$ cat src/rtl/barrel_shifter_pipe.sv
// Pipelined barrel shifter: one register per binary shift stage, valid/ready on both sides.
// Optional status outputs (out_zero, out_carry) are enabled with `define SHIFT_STATUS_EN.
`timescale 1ns/1ps
module barrel_shifter_pipe #(
    parameter int unsigned WIDTH = 32,
    localparam int unsigned SHW = $clog2(WIDTH)
) (
    input  logic             clk,
    input  logic             rst_n,
    input  logic             in_valid,
    output logic             in_ready,
    input  logic [WIDTH-1:0] in_data,
    input  logic [SHW-1:0]   in_amt,
    input  logic             in_dir,
    input  logic [1:0]       in_op,
    output logic             out_valid,
    input  logic             out_ready,
    output logic [WIDTH-1:0] out_data
`ifdef SHIFT_STATUS_EN
    ,
    output logic             out_zero,
    output logic             out_carry
`endif
);

    localparam logic [1:0] OpArith = 2'b01;
    localparam logic [1:0] OpRot   = 2'b10;
    localparam logic [1:0] OpPass  = 2'b11;

    // Per-stage registers; control fields are not needed past the last stage.
    logic [WIDTH-1:0] data_q [SHW];
    logic [SHW-1:0]   valid_q;
    logic [SHW-2:0]   dir_q;
    logic [1:0]       op_q   [SHW-1];
    logic [SHW-1:0]   amt_q  [SHW-1];

    // Stage inputs (s_*) and stage results (nx_*).
    logic [WIDTH-1:0] s_data  [SHW];
    logic [WIDTH-1:0] nx_data [SHW];
    logic [SHW-1:0]   s_valid;
    logic [SHW-1:0]   s_dir;
    logic [1:0]       s_op    [SHW];
    logic [SHW-1:0]   s_amt   [SHW];
    logic             stall;

`ifdef SHIFT_STATUS_EN
    logic [SHW-1:0]   carry_q;
    logic [SHW-1:0]   s_carry;
    logic [SHW-1:0]   nx_carry;
    logic             zero_q;
`endif

    assign stall    = valid_q[SHW-1] & ~out_ready;
    assign in_ready = ~stall;

    always_comb begin
        s_data[0]  = in_data;
        s_valid[0] = in_valid;
        s_dir[0]   = in_dir;
        s_op[0]    = in_op;
        s_amt[0]   = in_amt;
`ifdef SHIFT_STATUS_EN
        s_carry[0] = 1'b0;
`endif
        for (int k = 1; k < SHW; k++) begin
            s_data[k]  = data_q[k-1];
            s_valid[k] = valid_q[k-1];
            s_dir[k]   = dir_q[k-1];
            s_op[k]    = op_q[k-1];
            s_amt[k]   = amt_q[k-1];
`ifdef SHIFT_STATUS_EN
            s_carry[k] = carry_q[k-1];
`endif
        end
    end

    // Stage k shifts by 2^k; the carry is the last bit pushed out by the latest active stage.
    always_comb begin
        for (int k = 0; k < SHW; k++) begin
            nx_data[k] = s_data[k];
`ifdef SHIFT_STATUS_EN
            nx_carry[k] = s_carry[k];
`endif
            if (s_amt[k][k] && (s_op[k] != OpPass)) begin
                if (s_op[k] == OpRot) begin
                    if (s_dir[k]) begin
                        nx_data[k] = (s_data[k] << (1 << k)) | (s_data[k] >> (WIDTH - (1 << k)));
                    end else begin
                        nx_data[k] = (s_data[k] >> (1 << k)) | (s_data[k] << (WIDTH - (1 << k)));
                    end
                end else if (s_dir[k]) begin
                    nx_data[k] = s_data[k] << (1 << k);
`ifdef SHIFT_STATUS_EN
                    nx_carry[k] = s_data[k][WIDTH-(1<<k)];
`endif
                end else begin
                    if (s_op[k] == OpArith) begin
                        nx_data[k] = $signed(s_data[k]) >>> (1 << k);
                    end else begin
                        nx_data[k] = s_data[k] >> (1 << k);
                    end
`ifdef SHIFT_STATUS_EN
                    nx_carry[k] = s_data[k][(1<<k)-1];
`endif
                end
            end
        end
    end

    // Stages load only on a valid beat, so the output holds across bubbles and stalls.
    always_ff @(posedge clk or negedge rst_n) begin
        if (!rst_n) begin
            valid_q <= '0;
            dir_q   <= '0;
            for (int k = 0; k < SHW; k++) begin
                data_q[k] <= '0;
            end
            for (int k = 0; k < SHW - 1; k++) begin
                op_q[k]  <= '0;
                amt_q[k] <= '0;
            end
`ifdef SHIFT_STATUS_EN
            carry_q <= '0;
            zero_q  <= 1'b0;
`endif
        end else if (!stall) begin
            valid_q <= s_valid;
            for (int k = 0; k < SHW; k++) begin
                if (s_valid[k]) begin
                    data_q[k] <= nx_data[k];
`ifdef SHIFT_STATUS_EN
                    carry_q[k] <= nx_carry[k];
`endif
                end
            end
            for (int k = 0; k < SHW - 1; k++) begin
                if (s_valid[k]) begin
                    dir_q[k] <= s_dir[k];
                    op_q[k]  <= s_op[k];
                    amt_q[k] <= s_amt[k];
                end
            end
`ifdef SHIFT_STATUS_EN
            if (s_valid[SHW-1]) begin
                zero_q <= (nx_data[SHW-1] == '0);
            end
`endif
        end
    end

    assign out_valid = valid_q[SHW-1];
    assign out_data  = data_q[SHW-1];
`ifdef SHIFT_STATUS_EN
    assign out_zero  = zero_q;
    assign out_carry = carry_q[SHW-1];
`endif

endmodule

$ cat config.mk
export PLATFORM = sky130hd
export DESIGN_NAME = barrel_shifter_pipe
export DESIGN_NICKNAME = d
export VERILOG_FILES = /design/src/rtl/barrel_shifter_pipe.sv
export SDC_FILE = /design/constraint.sdc
export NUM_CORES = 1
export LEC_CHECK = 0
export CORE_UTILIZATION = 50
export DETAILED_ROUTE_END_ITERATION = 6
export PLACE_DENSITY = 0.7
export SLEW_MARGIN = 40
export SYNTH_ARGS = -nofsm -noshare
export SYNTH_HDL_FRONTEND = slang
export SYNTH_SLANG_ARGS = --single-unit
export TNS_END_PERCENT = 1
$ cat constraint.sdc
create_clock -name clk -period 1.9 [get_ports clk]
set_input_delay 0.57 -clock clk [delete_from_list [all_inputs] [get_ports clk]]
set_output_delay 0.57 -clock clk [all_outputs]
set_load 0.005 [all_outputs]
==> impl_metrics.toml, run 1 <==
[finish]
drive_above_1_share_pct = 12.0
fillers = 1716
area.sequential_um2 = 4680
diodes = 0
layout.nets = 1219
fin_area_um2 = 11900
multi_input_area_um2 = 4760
area_delta_synth_final_pct = 16.7

[critical_path]
reg2reg_slack_ns = 0.34
cp-startpoint = "out_data[6]"
crit_chain = "clkdlybuf4s50_1"
worst-path-buf-inv = 1
worstPathRequired_ns = 1.33
worstSetupStartpointType = "flop"
crit-reg2reg-launch = "op_q[2]"
worst-setup-path-type = "reg2out"
max_stage_delay_ns = 0.50
worstRegToRegCells = 5
cp.depth = 1
r2r_end = "data_q[48]"
crit_arrival_ns = 1.30
cp-end-kind = "output pin"
cp_top_family = "buffers and inverters"
cp_max_fo = 2
slowest_stage = "clkdlybuf4s50_1"

[timing]
slew_headroom_pct = 68.5
fin_crit_sh_pct = 98.5
fin_tns_setup_ns = 0
hold_viol = 0
worst_slew_pin_slew_ns = 0.472
slew_violations = 0
fin_skew_ns = 0.00926
timing.fmax_ghz = 0.534
finalSetupViolations = 0
grt_setup_unrepaired = "no"
fin_crit_ns = 1.87

[status]
status = "complete, no violations"

[floorplanning]
start_util_pct = 51.7
io_pins = 78
rows = 51
dieHeight_um = 145
die_area_um2 = 20900
coreArea_um2 = 19700
die_w_um = 145

[clock_network]
clkSlewWorstSetupHoldPaths_ns = 0.07
cts-buffers-inserted = 17
cts_hold_buf = 0
postCtsSetupBuffers = 0
cts_tree = "done"
cts_max_level = 4
cts_num_sinks = 187
clock_latency_ns = 0.43
cts_buffer_depth = 2
root_buffer = "clkbuf_16"

[power_and_ir_drop]
leakage_nw = 5.47
pwr-share-seq_pct = 37.7
vdd_drop_max_v = 0.000834
pwr-share-comb_pct = 46.0
power.switching_mw = 8.53
finalPower_mw = 20.6
power_frac_clock_pct = 16.3
power_density_nw_per_um2 = 1730
p_sw_share_pct = 41.5
p_int_mw = 12.0

[route]
firstDrtPassIters = 5
drc_errors = 0
post_drt_wl_per_cell_um = 15.4
drtAntennaViolNets = 0
route.vias.total = 8044
totalWireLength_mm = 22.3
via_per_inst = 5.54
drt_iter0_drc = 546

[placed_design]
place.gp.congestion = 0.880
port_buffers = 77
postPlaceCellArea_um2 = 11300
hpwl_mm = 16.6

[synthesis]
ys_types = 45
yosysTopAreaCell = "dfrtp_1"
synthCells = 1135
synthTopCellsByCount = "nand2_1, dfrtp_1, o21ai_0"
synth.area.top_cells = "dfrtp_1, mux2i_1, nand2_1"
syn-mean-instance-area_um2 = 8.98
async_flop_share_pct = 100
syn_area_um2 = 10200
synth_top_area_share_pct = 45.9
synth_most_common_cell = "nand2_1"
synth_edf_count = 0
yosys_warnings = 0
syn-num-nets = 1179
ys.flop_type = "dfrtp_1"
ys_seq_area_share_pct = 45.9
ys_ff_latch = 187

[global_routing]
grt_usage_pct = 22.8
overflow = 0
grt_max_degree = 61
grt_pass1_wl_mm = 37.2
grt_antenna_before_repair = 0
grt_pass1_vias = 7481

[worst_hold_path]
hp-class = "in2async"

[run]
max_cap_viol_count = 0
[timing repair]
item / in CTS / in global routing
hold endpoints to repair: 0 / 0
pin swaps: 0 / 0
resized for setup: 2 / 14
setup endpoints to repair: 1 / 14
[placed cells by master, fill, tap and decap left out, types with 3 or more instances in the layout]
master / instances
inv_1: 20
a21o_1: 11
nor2_1: 60
dfrtp_1: 187
mux2_2: 18
nand2_1: 238
a221oi_2: 10
a311oi_1: 3
nand2b_1: 3
buf_12: 18
o21ai_0: 138
buf_4: 44
o31ai_2: 4
o31ai_1: 9
a211oi_1: 8
a221oi_1: 18
a21boi_4: 3
o21ai_1: 105
clkinv_2: 4
dlymetal6s2s_1: 14
clkbuf_16: 17
nor2b_1: 16
nand2_2: 4
a21oi_1: 32
clkdlybuf4s50_1: 59
o221ai_1: 15
mux2i_1: 94
[how the worst max path moves through the flow]
stage / endpoint / slack, ns
final: out_data[6] / 0.03
after floorplan: amt_q[12] / 0.32
after global placement: in_ready / -0.33
after CTS: out_data[6] / 0.02
after global routing: out_data[1] / 0.0001
after detailed placement: in_ready / -0.33
[worst reg2reg max path, delay by kind of cell (launching register included)]
family                 cells  cell delay [ns]
AOI/OAI and AO/OA          3             0.69
DFF                        1             0.53
buffers and inverters      1             0.22
and+or+nand+nor            1             0.07
[stage by stage]
stage	hold slack, ns	instances	worst slack (ns)	utilization (%)
CTS	0.0712	1452	0.0178	60.1
finish	0.0707	1452	0.0279	60.3
detailed placement	0.470	1421	-0.328	57.3
floorplan	0.274	1135	0.321	-
global placement	0.463	1421	-0.334	57.3
global route	0.0897	1452	0.000115	60.3
[cell families (layout without fill, tap and decap cells)]
logic type             after synthesis  after routing  share of synthesized area [%]
AO/OA/AOI/OAI                      369            369                           22.3
AND/OR/NAND/NOR                    328            328                           13.0
flip-flops                         187            187                           45.9
buffers and inverters              139            191                           7.59
multiplexers                       112            112                           11.2
[layout make-up]
| type | count | area share [%] |
|---|---|---|
| tap | 265 | 2.79 |
| inverter | 21 | 0.684 |
| clock buffer | 21 | 3.87 |
| sequential | 187 | 39.3 |
| clock inverter | 10 | 0.779 |
| multi-input combinational | 809 | 40.0 |
| timing repair buffer | 139 | 12.5 |
[registers in the layout, indices dropped and copies added, names as in the netlist]
register / cells
op_q: 8
valid_q: 5
dir_q: 4
data_q: 128
amt_q: 10
out_data: 32
[power groups by stage]
stage                     registers (mW)  logic [mW]  clock network [mW]
final                               7.74        9.46                3.35
after global routing                7.99        10.6                3.58
after CTS                           7.74        9.51                3.40
after detailed placement            7.81        9.48                   0
after global placement              7.73        9.23                   0
after floorplan                     6.97        7.29                   0
[metal layers]
layer / GRT usage (%) / vias to the layer above / wire length [um]
met2: 38.7 / 197 / 11000
met3: 3.85 / 44 / 798
met5: 0 / - / 0
met4: 9.09 / 0 / 550
li1: - / 4021 / -
met1: 28.9 / 3782 / 9900
Note: power is estimated with default switching activity, not from simulation.
==> run 2, diff against run 1 <==
--- a/config.mk
+++ b/config.mk
@@ -5,6 +5,7 @@
 export SDC_FILE = /design/constraint.sdc
 export NUM_CORES = 1
 export LEC_CHECK = 0
+export ABC_CLOCK_PERIOD_IN_PS = 1900
 export CORE_UTILIZATION = 50
 export DETAILED_ROUTE_END_ITERATION = 6
 export PLACE_DENSITY = 0.7
==> results of run 2 <==
Same layout as run 1: the final DEF is identical, and so are final timing and power.
==> run 3, diff against run 2 <==
--- a/config.mk
+++ b/config.mk
@@ -6,6 +6,7 @@
 export NUM_CORES = 1
 export LEC_CHECK = 0
 export ABC_CLOCK_PERIOD_IN_PS = 1900
+export CAP_MARGIN = 15
 export CORE_UTILIZATION = 50
 export DETAILED_ROUTE_END_ITERATION = 6
 export PLACE_DENSITY = 0.7
==> results of run 3 <==
Same layout as run 1: the final DEF is identical, and so are final timing and power.
